<file path="config.mk">
export PLATFORM = sky130hd
export DESIGN_NAME = pe_weight_loader
export DESIGN_NICKNAME = d
export VERILOG_FILES = /design/src/rtl/pe_weight_loader.sv
export SDC_FILE = /design/constraint.sdc
export NUM_CORES = 1
export LEC_CHECK = 0
export BUFFER_PORTS_ARGS = -buffer_cell sky130_fd_sc_hd__buf_2
export CAP_MARGIN = 20
export CELL_PAD_IN_SITES_DETAIL_PLACEMENT = 0
export CELL_PAD_IN_SITES_GLOBAL_PLACEMENT = 1
export CORE_UTILIZATION = 36
export CTS_CLUSTER_SIZE = 25
export DETAILED_ROUTE_END_ITERATION = 12
export GPL_TIMING_DRIVEN = 1
export HOLD_SLACK_MARGIN = 0.1
export PLACE_DENSITY = 0.75
export RECOVER_POWER = 25
export SLEW_MARGIN = 20
export SYNTH_ARGS = -nofsm -noshare
export SYNTH_HDL_FRONTEND = slang
export SYNTH_SLANG_ARGS = --single-unit
</file>
<file path="constraint.sdc">
create_clock -name clk -period 2.55 [get_ports clk]
set_input_delay 0.3825 -clock clk [delete_from_list [all_inputs] [get_ports clk]]
set_output_delay 0.3825 -clock clk [all_outputs]
set_load 0.05 [all_outputs]
</file>
<file path="src/rtl/pe_weight_loader.sv">
// pe_weight_loader
//   Turns a flat 16-bit weight stream into addressed writes on the weight
//   port of pe_incha_single. A load consists of every kernel word
//   (out channel outer, kernel position inner), followed by one bias word per
//   out channel in ascending order.
//
// Handshake: a stream word is transferred on a rising edge where
//   s_valid && s_ready. s_ready depends only on the state (high in KERNEL and
//   BIAS), so there is no combinational path from s_valid to s_ready. s_valid
//   may drop at any time; that simply stalls the load.
//
// Ports
//   clk, rst_n      clock, synchronous active-low reset
//   start           begin a load (only honoured in IDLE)
//   s_data/s_valid  stream word and its valid
//   s_ready         loader accepts s_data this cycle
//   weight_wr_en    registered write strobe, one cycle per accepted word
//   weight_wr_addr  {type, out_ch, pos, 8'h00}; type 00 kernel, 01 bias
//   weight_wr_data  kernel: {8'h00, low byte}; bias: full 16 bits
//   busy            state is KERNEL or BIAS
//   done            high for the single DONE cycle after the last bias write
//   dbg_state       current FSM state, for checkers and debug
module pe_weight_loader #(
  parameter int IN_CHANNEL  = 2,
  parameter int OUT_CHANNEL = 4,
  parameter int KERNEL_0    = 3,
  parameter int KERNEL_1    = 3
) (
  input  logic        clk,
  input  logic        rst_n,
  input  logic        start,
  input  logic [15:0] s_data,
  input  logic        s_valid,
  output logic        s_ready,
  output logic        weight_wr_en,
  output logic [31:0] weight_wr_addr,
  output logic [15:0] weight_wr_data,
  output logic        busy,
  output logic        done,
  output logic [1:0]  dbg_state
);

  localparam int KERNEL_WORDS = KERNEL_0 * KERNEL_1 * IN_CHANNEL;
  localparam logic [7:0] OC_LAST  = 8'(OUT_CHANNEL - 1);
  localparam logic [7:0] POS_LAST = 8'(KERNEL_WORDS - 1);

  typedef enum logic [1:0] {
    S_IDLE   = 2'd0,
    S_KERNEL = 2'd1,
    S_BIAS   = 2'd2,
    S_DONE   = 2'd3
  } state_t;

  state_t      state, state_next;
  logic [7:0]  oc, oc_next;
  logic [7:0]  pos, pos_next;
  logic        wr_en_next;
  logic [31:0] wr_addr_next;
  logic [15:0] wr_data_next;
  logic        accept;

  assign s_ready   = (state == S_KERNEL) || (state == S_BIAS);
  assign busy      = s_ready;
  assign done      = (state == S_DONE);
  assign accept    = s_valid && s_ready;
  assign dbg_state = state;

  always_ff @(posedge clk) begin
    if (!rst_n) begin
      state          <= S_IDLE;
      oc             <= 8'd0;
      pos            <= 8'd0;
      weight_wr_en   <= 1'b0;
      weight_wr_addr <= 32'd0;
      weight_wr_data <= 16'd0;
    end else begin
      state          <= state_next;
      oc             <= oc_next;
      pos            <= pos_next;
      weight_wr_en   <= wr_en_next;
      weight_wr_addr <= wr_addr_next;
      weight_wr_data <= wr_data_next;
    end
  end

  // Address/data registers only update on an accept, so they hold the last
  // write while the strobe is low.
  always_comb begin
    state_next   = state;
    oc_next      = oc;
    pos_next     = pos;
    wr_en_next   = 1'b0;
    wr_addr_next = weight_wr_addr;
    wr_data_next = weight_wr_data;
    case (state)
      S_IDLE: begin
        if (start) begin
          oc_next    = 8'd0;
          pos_next   = 8'd0;
          state_next = S_KERNEL;
        end
      end
      S_KERNEL: begin
        if (accept) begin
          wr_en_next   = 1'b1;
          wr_addr_next = {8'h00, oc, pos, 8'h00};
          wr_data_next = {8'h00, s_data[7:0]};
          if (pos == POS_LAST) begin
            pos_next = 8'd0;
            if (oc == OC_LAST) begin
              // Straight into BIAS so the first bias word can follow the
              // last kernel word on the very next edge.
              oc_next    = 8'd0;
              state_next = S_BIAS;
            end else begin
              oc_next = oc + 8'd1;
            end
          end else begin
            pos_next = pos + 8'd1;
          end
        end
      end
      S_BIAS: begin
        if (accept) begin
          wr_en_next   = 1'b1;
          wr_addr_next = {8'h01, oc, 8'h00, 8'h00};
          wr_data_next = s_data;
          if (oc == OC_LAST) begin
            oc_next    = 8'd0;
            state_next = S_DONE;
          end else begin
            oc_next = oc + 8'd1;
          end
        end
      end
      S_DONE: begin
        state_next = S_IDLE;
      end
      default: begin
        state_next = S_IDLE;
      end
    endcase
  end

endmodule

</file>
# Word-level counts from Yosys, hierarchy flattened
# Cells that the tools add are included.
[totals] register_bits=67 input_bits=20 wordCells=54
[classes] add_sub_neg=2 n_eq_ne=11 mux=23 n_reduce_logical=12
[ops] cell="32-bit 2-to-1 mux" n=2
[ops] cell="32-bit case mux with 2 select lines" n=1
[ops] cell="8-bit 2-to-1 mux" n=7
[ops] cell="16-bit 2-to-1 mux" n=2
[ops] cell="16-bit case mux with 2 select lines" n=1
[ops] cell="8-bit case mux with 3 select lines" n=1
[ops] cell="8-bit by 1-bit adder with 8-bit output, second input constant" n=2
[ops] cell="8-bit case mux with 2 select lines" n=1
[ops] cell="2-bit 2-to-1 mux" n=6
[ops] cell="8-bit by 2-bit == test with 1-bit output, second input constant" n=1
[ops] cell="8-bit by 5-bit == test with 1-bit output, second input constant" n=1
[ops] cell="2-bit case mux with 4 select lines" n=1
[ops] cell="2-bit by 1-bit inequality test with 1-bit output, second input constant" n=3
[ops] cell="2-bit inequality test, second input constant" n=3
[ops] cell="3-bit AND reduction" n=2
[ops] cell="6-bit AND reduction" n=1
[ops] cell="5-bit AND reduction" n=1
[ops] cell="2-bit == test, second input constant" n=2
[ops] cell="2-bit nonzero test" n=2
[ops] cell="3-bit nonzero test" n=1
[ops] cell="2-bit by 1-bit == test with 1-bit output, second input constant" n=1
[ops] cell="2-bit zero test" n=1
[ops] cell="2-bit AND reduction" n=1
[ops] cell="2-bit OR reduction" n=1
[ops] cell="other kinds (3)" n=3

# Longest topological paths before layout
# Gate-level depths: netlist of the first run.
[depth] word_depth=5 mapped_depth=9 mapped_depth_nobuf=7

# Worst setup path before layout of the first run
# OpenSTA, ideal clock, no wires.
[synth_timing] kind="flip-flop to flip-flop" start="register state[0] (netlist: dbg_state[0])" end="register pos[5]" setup_time_ns=0.070 t_arrival_ns=2.486 slack_ns=-0.006 stages_incl_launch_ff=8 n_path_buf=0 synth_period_minus_slack_ns=2.556 cell_sequence="dfxtp_1 > inv_1 > ha_1 > nand3_1 > a21oi_2 > nand3_1 > or3_1 > a21oi_1"
[synth_via] elab_chain_len=5 word_cells_on_any_way=10
[synth_rtl] item="from (decl)" line="54" source="state_t state, state_next;"
[synth_rtl] item="from (signal assigned)" line="77" source="state <= state_next;"
[synth_rtl] item="2-bit by 1-bit == test with 1-bit output / 2-bit == test (equally long branches)" line="62" source="assign s_ready = (state == S_KERNEL) || (state == S_BIAS);"
[synth_rtl] item="1-bit logical OR (*)" line="62"
[synth_rtl] item="via busy" line="38" source="output logic busy,"
[synth_rtl] item="1-bit logical AND (*)" line="65" source="assign accept = s_valid && s_ready;"
[synth_rtl] item="2-bit inequality test (no line) (*)"
[synth_rtl] item="3-bit AND reduction (no line) (*)"
[synth_rtl] item="to (signal assigned)" line="79" source="pos <= pos_next;"
[synth_rtl] item="to (decl)" line="56" source="logic [7:0] pos, pos_next;"
# Mark *: on every way through the listed nets, which the timed path passes. The rest lies on a longest branch.
# A chain may end at the register's enable or synchronous reset.

# Worst setup path in the final report of the first run
[layout_timing] start="register state[0] (netlist: dbg_state[0])" end="register oc[2]"
[layout_via] elab_chain_len=5 word_cells_on_any_way=12
[layout_rtl] item="2-bit by 1-bit == test with 1-bit output / 2-bit == test (equally long branches)" line="62, 95"
[layout_rtl] item="1-bit logical OR" line="62"
[layout_rtl] item="1-bit logical AND" line="65"
[layout_rtl] item="2-bit inequality test (no line)"
[layout_rtl] item="5-bit AND reduction (no line)"
[layout_rtl] item="to (signal assigned)" line="78" source="oc <= oc_next;"
[layout_rtl] item="to (decl)" line="55" source="logic [7:0] oc, oc_next;"
# Parallel ways exist; a longest one is shown, timed or not.

==> results of run 1 <==
-- flip-flops by register name, indices dropped and copies added (netlist names) --
signal          flops
pos                 8
weight_wr_addr     17
oc                  8
weight_wr_data     16
dbg_state           2
weight_wr_en        1
-- power groups by stage --
stage | Clock, mW | Sequential, mW | Combinational [mW]
2_1_floorplan | 0 | 1.09 | 0.655
3_5_place_dp | 0 | 0.935 | 0.998
5_1_grt | 0.637 | 0.928 | 1.07
3_3_place_gp | 0 | 0.933 | 0.999
6_report | 0.576 | 0.917 | 0.984
4_1_cts | 0.598 | 0.917 | 1.00
-- synth_stat cells, types with 3 or more instances --
cell type and instances:
dfxtp_1 52, nor3_1 3, clkbuf_1 8, o22ai_1 4
buf_4 16, xor2_1 5, nor2_1 28, and2_1 4
nor3b_1 6, nand3_1 10, or3_1 5, o21ai_0 4
inv_1 5, or2_2 3, nand2_1 46, ha_1 7
a21oi_1 35, a22oi_1 8
-- cells by family (layout without fill, tap and decap cells) --
family | after synthesis | in the layout | share of synthesized area, %
AND/OR/NAND/NOR | 120 | 120 | 25.5
XOR/XNOR | 5 | 5 | 1.88
AO/OA/AOI/OAI | 58 | 58 | 15.0
other | 1 | 15 | 0.161
adder cells (fa/ha/maj) | 7 | 7 | 3.76
flip-flops | 52 | 52 | 44.6
buffers and inverters | 34 | 77 | 8.15
multiplexers | 2 | 2 | 0.966
-- per-stage QoR --
| step | util [%] | instance area, sq um |
|---|---|---|
| 2_1_floorplan | - | 2390 |
| 3_3_place_gp | 43.3 | 2640 |
| 3_5_place_dp | 43.3 | 2640 |
| 4_1_cts | 45.2 | 2760 |
| 5_1_grt | 44.7 | 2730 |
| 6_report | 44.7 | 2730 |
-- layer usage --
metal  vias to the layer above  GRT usage [%]  share of wire [%]
li1                       1030              -                  -
met1                       898           20.0                 48
met2                        42           27.3                 47
met3                         5           2.97                4.3
met4                         0           3.62               0.51
met5                         -              0                  0
-- worst max-delay path by stage --
stage | depth (start not counted) | slack, ns | end
2_1_floorplan | 7 | 0.14 | pos[5]
3_3_place_gp | 7 | 0.52 | weight_wr_data[11]
3_5_place_dp | 7 | 0.49 | weight_wr_data[6]
4_1_cts | 7 | 0.48 | oc[2]
5_1_grt | 7 | 0.27 | weight_wr_data[2]
6_report | 7 | 0.47 | oc[2]
-- worst reg2reg max path, cell delays in order (launching register included) --
cell     delay [ns]
dfxtp_1        0.38
inv_1          0.09
ha_1           0.36
nor2b_1        0.20
o21ai_1        0.22
nand4_2        0.22
or3b_1         0.43
a21oi_1        0.12
-- cell type report --
class | instances | area, sq um | share of cell area, %
flip-flops and latches | 52 | 1040 | 38.2
clock buffers | 5 | 68.8 | 2.52
inverters | 6 | 22.5 | 0.826
repair buffers | 63 | 302 | 11.1
clock inverters | 3 | 46.3 | 1.70
multi-input cells | 207 | 1150 | 42.3
well taps | 75 | 93.8 | 3.44
==> impl_metrics.py, run 1 <==
metrics = {
    "worst_setup_path": {
        "startpoint": "dbg_state[0]",
        "path_delay_family": "simple AND/OR/NAND/NOR gates",
        "r2r-end": "oc[2]",
        "slowest_stage": "or3b_1",
        "critPathMaxFanout": 13,
        "reg2reg_depth": 7,
        "arrival_ns": 2.31,
        "cp_cell_sequence": "inv_1, ha_1, nor2b_1, o21ai_1, nand4_2, or3b_1, a21oi_1",
        "start_kind": "flop",
        "reg2reg_slack_ns": 0.47,
        "reg2reg_from": "dbg_state[0]",
        "critPathBufInv": 1,
        "path_class": "flop to flop",
        "endpoint_kind": "flop",
        "required_ns": 2.79,
        "slowest_delay_ns": 0.43,
    },
    "pwr": {
        "p_int_mw": 1.42,
        "ir_drop_mv": 0.421,
        "power_mw": 2.48,
        "power_frac_seq_pct": 37.0,
        "swShare_pct": 42.6,
        "p_switching_mw": 1.05,
        "leakage_nw": 1.04,
        "power_density_nw_per_um2": 908,
        "combPwrFrac_pct": 39.7,
        "power_frac_clock_pct": 23.3,
    },
    "sta": {
        "fin_crit_sh_pct": 81.4,
        "finalWorstSetupSlack_ns": 0.474,
        "slew_headroom_pct": 59.0,
        "fin_tns_setup_ns": 0,
        "worst_pin_slew_ns": 0.618,
        "fin_crit_ns": 2.08,
        "fmax_ghz": 0.482,
        "whs_ns": 0.307,
        "rsz0062_at_grt": "no",
        "setup_violations": 0,
        "slew_violations": 0,
        "skew_ns": 0.00617,
        "hold_violations": 0,
    },
    "detailed_routing": {
        "drt-initial-drc-count": 56,
        "ant_nets": 0,
        "remaining_drc_errors": 0,
        "via_per_inst": 4.81,
        "dr.pass1.iters": 4,
        "totalWireLength_mm": 5.09,
        "vias": 1975,
        "post_drt_wl_per_cell_um": 12.4,
    },
    "synthesis": {
        "synth_top_area_share_pct": 44.6,
        "synth_cell_types": 40,
        "yosys-top-cells-area": "dfxtp_1 45%, a21oi_1 7.5%, nand2_1 7.4%",
        "ys_warn_count": 0,
        "synth_ff_type": "dfxtp_1",
        "ys_seq_elements": 52,
        "synth_edf_count": 0,
        "postSynth.asyncResetShare_pct": 0,
        "ys_seq_area_share_pct": 44.6,
        "avgSynthCellArea_sq_um": 8.36,
        "synthCells": 279,
        "synth_area_leader_cell": "dfxtp_1",
        "syn_area_sq_um": 2330,
    },
    "flow_run": {
        "drv_cap": 0,
    },
    "placement": {
        "portBuffers": 58,
        "gp_congestion": 0.796,
        "post-dp-hpwl_mm": 3.60,
        "post-place-ws_ns": 0.490,
        "dp_cells": 403,
    },
    "die": {
        "core_area_sq_um": 6100,
        "initial_core_util_pct": 38.3,
        "rows": 28,
        "die_w_um": 82.5,
        "dieArea_sq_um": 6800,
        "io_pins": 74,
        "die_y_um": 82.5,
    },
    "global_routing": {
        "first_global_vias": 1760,
        "grt_pass1_wl_mm": 8.18,
        "grtUsageTotal_pct": 15.7,
        "antenna_found_initial": 0,
        "grt_start_max_net_pins": 38,
        "gr-total-overflow": 0,
    },
    "clocking": {
        "numCtsBuffers": 5,
        "cts_setup_buffers": 0,
        "cts_resized": 0,
        "cts_htree_levels": 2,
        "path_clk_slew_ns": 0.09,
        "ctsHoldBuffers": 0,
        "clockBufferDepth": 2,
        "clock-sinks": 52,
        "cts_tree": "built",
        "clockRootBuffer": "clkbuf_8",
        "clk-insertion-delay-late_ns": 0.30,
    },
    "finish": {
        "layout_commonest_cell": "dfxtp_1",
        "fin_cells": 411,
        "layout-drive-gt1-share_pct": 17.9,
        "layout_common_cells": "52 x dfxtp_1, 46 x nand2_1, 37 x buf_2",
        "diodes": 0,
        "nets": 362,
        "areaGrowthSynthToFinish_pct": 17.0,
        "fillers": 664,
    },
    "min_path": {
        "hp-class": "input port to flop",
        "holdPathEnd": "weight_wr_data[4]",
        "hold_depth": 3,
        "worstHoldStart": "s_data[4]",
    },
    "status": {
        "status": "complete, no violations",
    },
}
No activity file was read; power rests on OpenSTA's default activity.
==> inputs of run 2 (changes only) <==
Settings changed: CORE_UTILIZATION 36 to 33, PLACE_DENSITY 0.75 to 0.72.
Clock period 2.55 ns to 1.87 ns, I/O delays scaled along.
==> run 2 against run 1 <==
Register-to-register slack lost 0.41 ns. Non-clock buffer count grew 17. Largest power group unchanged. Largest cell class unchanged. Global-route usage shrank 0.39 points. Critical path depth is the same. First-iteration DRC count grew 8.9%. Flip-flop and latch count is the same. Count of clock-buffer cells in the layout grew 1. Highest routed layer unchanged. Clock power grew 40%. Sequential power grew 36%. Clock skew is essentially flat. Final cell count grew 9.2%. Routed wire length grew 5.6%.
==> impl_metrics.py, run 2 (same netlist as run 1, synthesis figures left out) <==
metrics = {
    "clocking": {
        "clock-sinks": 52,
        "cts_tree": "built",
        "cts_htree_levels": 2,
        "clockRootBuffer": "clkbuf_8",
        "path_clk_slew_ns": 0.10,
        "clk-insertion-delay-late_ns": 0.30,
        "numCtsBuffers": 5,
        "ctsHoldBuffers": 0,
        "clockBufferDepth": 2,
    },
    "global_routing": {
        "first_global_vias": 1957,
        "grt_start_max_net_pins": 42,
        "gr-total-overflow": 0,
        "antenna_found_initial": 0,
        "grt_pass1_wl_mm": 9.14,
        "grtUsageTotal_pct": 15.3,
    },
    "finish": {
        "layout_commonest_cell": "dfxtp_1",
        "nets": 379,
        "top_register": "weight_wr_addr",
        "areaGrowthSynthToFinish_pct": 29.8,
        "largest_reg_flops": 17,
        "reg.largest.list": "weight_wr_addr x17, weight_wr_data x16",
        "layout-drive-gt1-share_pct": 28.0,
        "diodes": 0,
        "fin_cells": 449,
        "utilization_pct": 44.6,
        "layout_common_cells": "48 x dfxtp_1, 46 x nand2_1, 38 x buf_2",
    },
    "sta": {
        "slew_headroom_pct": 58.4,
        "hold_violations": 0,
        "rsz0062_at_grt": "yes",
        "skew_ns": 0.00661,
        "fin_crit_sh_pct": 96.4,
        "whs_ns": 0.206,
        "worst_pin_slew_ns": 0.626,
        "setup_violations": 0,
        "fmax_ghz": 0.555,
        "slew_violations": 0,
        "fin_crit_ns": 1.80,
    },
    "detailed_routing": {
        "vias": 2081,
        "totalWireLength_mm": 5.38,
        "drt-initial-drc-count": 61,
        "ant_nets": 0,
        "via_per_inst": 4.63,
        "post_drt_wl_per_cell_um": 12.0,
        "dr.pass1.iters": 4,
        "remaining_drc_errors": 0,
    },
    "worst_setup_path": {
        "r2r-end": "oc[2]",
        "required_ns": 2.10,
        "start_kind": "flop",
        "reg2reg_slack_ns": 0.07,
        "reg2reg_from": "pos[1]",
        "arrival_ns": 2.04,
        "endpoint_kind": "flop",
        "critPathMaxFanout": 6,
        "reg2reg_depth": 7,
        "path_class": "flop to flop",
    },
    "die": {
        "die_y_um": 86.1,
        "io_pins": 74,
        "initial_core_util_pct": 34.3,
        "dieArea_sq_um": 7410,
        "rows": 30,
        "core_area_sq_um": 6790,
        "die_w_um": 86.1,
    },
    "min_path": {
        "hold_depth": 3,
        "hp-class": "input port to flop",
        "holdPathEnd": "weight_wr_data[1]",
        "worstHoldStart": "s_data[1]",
    },
    "pwr": {
        "leakage_nw": 1.16,
        "ir_drop_mv": 0.412,
        "power_density_nw_per_um2": 1260,
    },
    "placement": {
        "portBuffers": 58,
        "gp_congestion": 0.804,
        "dp_cells": 438,
        "post-dp-hpwl_mm": 3.95,
    },
    "flow_run": {
        "drv_cap": 0,
    },
    "status": {
        "status": "complete, no violations",
    },
}
-- run 2: what timing repair did --
item,in CTS,in global routing
gates resized for setup,2,16
setup endpoints to repair,7,27
pin swaps,1,7
endpoints found under the hold margin,0,0
buffers inserted,1,2
-- run 2: area by class of cell --
| type | count | area, sq um |
|---|---|---|
| flip-flops and latches | 52 | 1050 |
| repair buffers | 80 | 459 |
| clock buffers | 6 | 82.6 |
| clock inverters | 2 | 38.8 |
| fillers | 694 | 3770 |
| inverters | 6 | 22.5 |
| well taps | 96 | 120 |
| multi-input cells | 207 | 1250 |
-- run 2: power breakdown --
group	internal, mW	leakage (nW)	switching [mW]
Sequential	1.20	0.422	0.0532
Combinational	0.612	0.679	1.14
Clock	0.438	0.0614	0.371
Total	2.25	1.16	1.57
-- run 2: through the flow --
stage	setup TNS (ns)	area [sq um]	total power, mW	setup slack, ns
detailed placement	-0.0437	2840	2.87	-0.0171
global placement	0	2840	2.85	0.0395
CTS	0	2970	3.71	0.000352
global route	-0.0446	3030	4.04	-0.0257
floorplan	0	2430	2.47	0.00986
finish	0	3030	3.82	0.0666
-- run 2: worst max path at each step --
| stage | startpoint | to | cells after the start |
|---|---|---|---|
| 6_report | pos[1] | oc[2] | 7 |
| 5_1_grt | pos[1] | oc[2] | 7 |
| 4_1_cts | pos[1] | oc[2] | 7 |
| 3_5_place_dp | pos[1] | oc[2] | 7 |
| 3_3_place_gp | pos[1] | oc[2] | 7 |
| 2_1_floorplan | dbg_state[0] | pos[5] | 7 |
-- run 2: critical path, stage by stage (launching register included) --
cell and delay [ns]:
dfxtp_2 0.33, inv_2 0.07, ha_4 0.14, nand4bb_4 0.11, o41ai_4 0.36, nand4_4 0.20
or3b_1 0.40, a21oi_2 0.13
-- run 2: routing by layer --
metal	track usage [%]	vias up	share of wire, %
met5	0	-	0
met4	2.88	0	0.32
met3	3.08	3	4.3
met2	26.5	55	50
met1	19.8	965	46
li1	-	1058	-
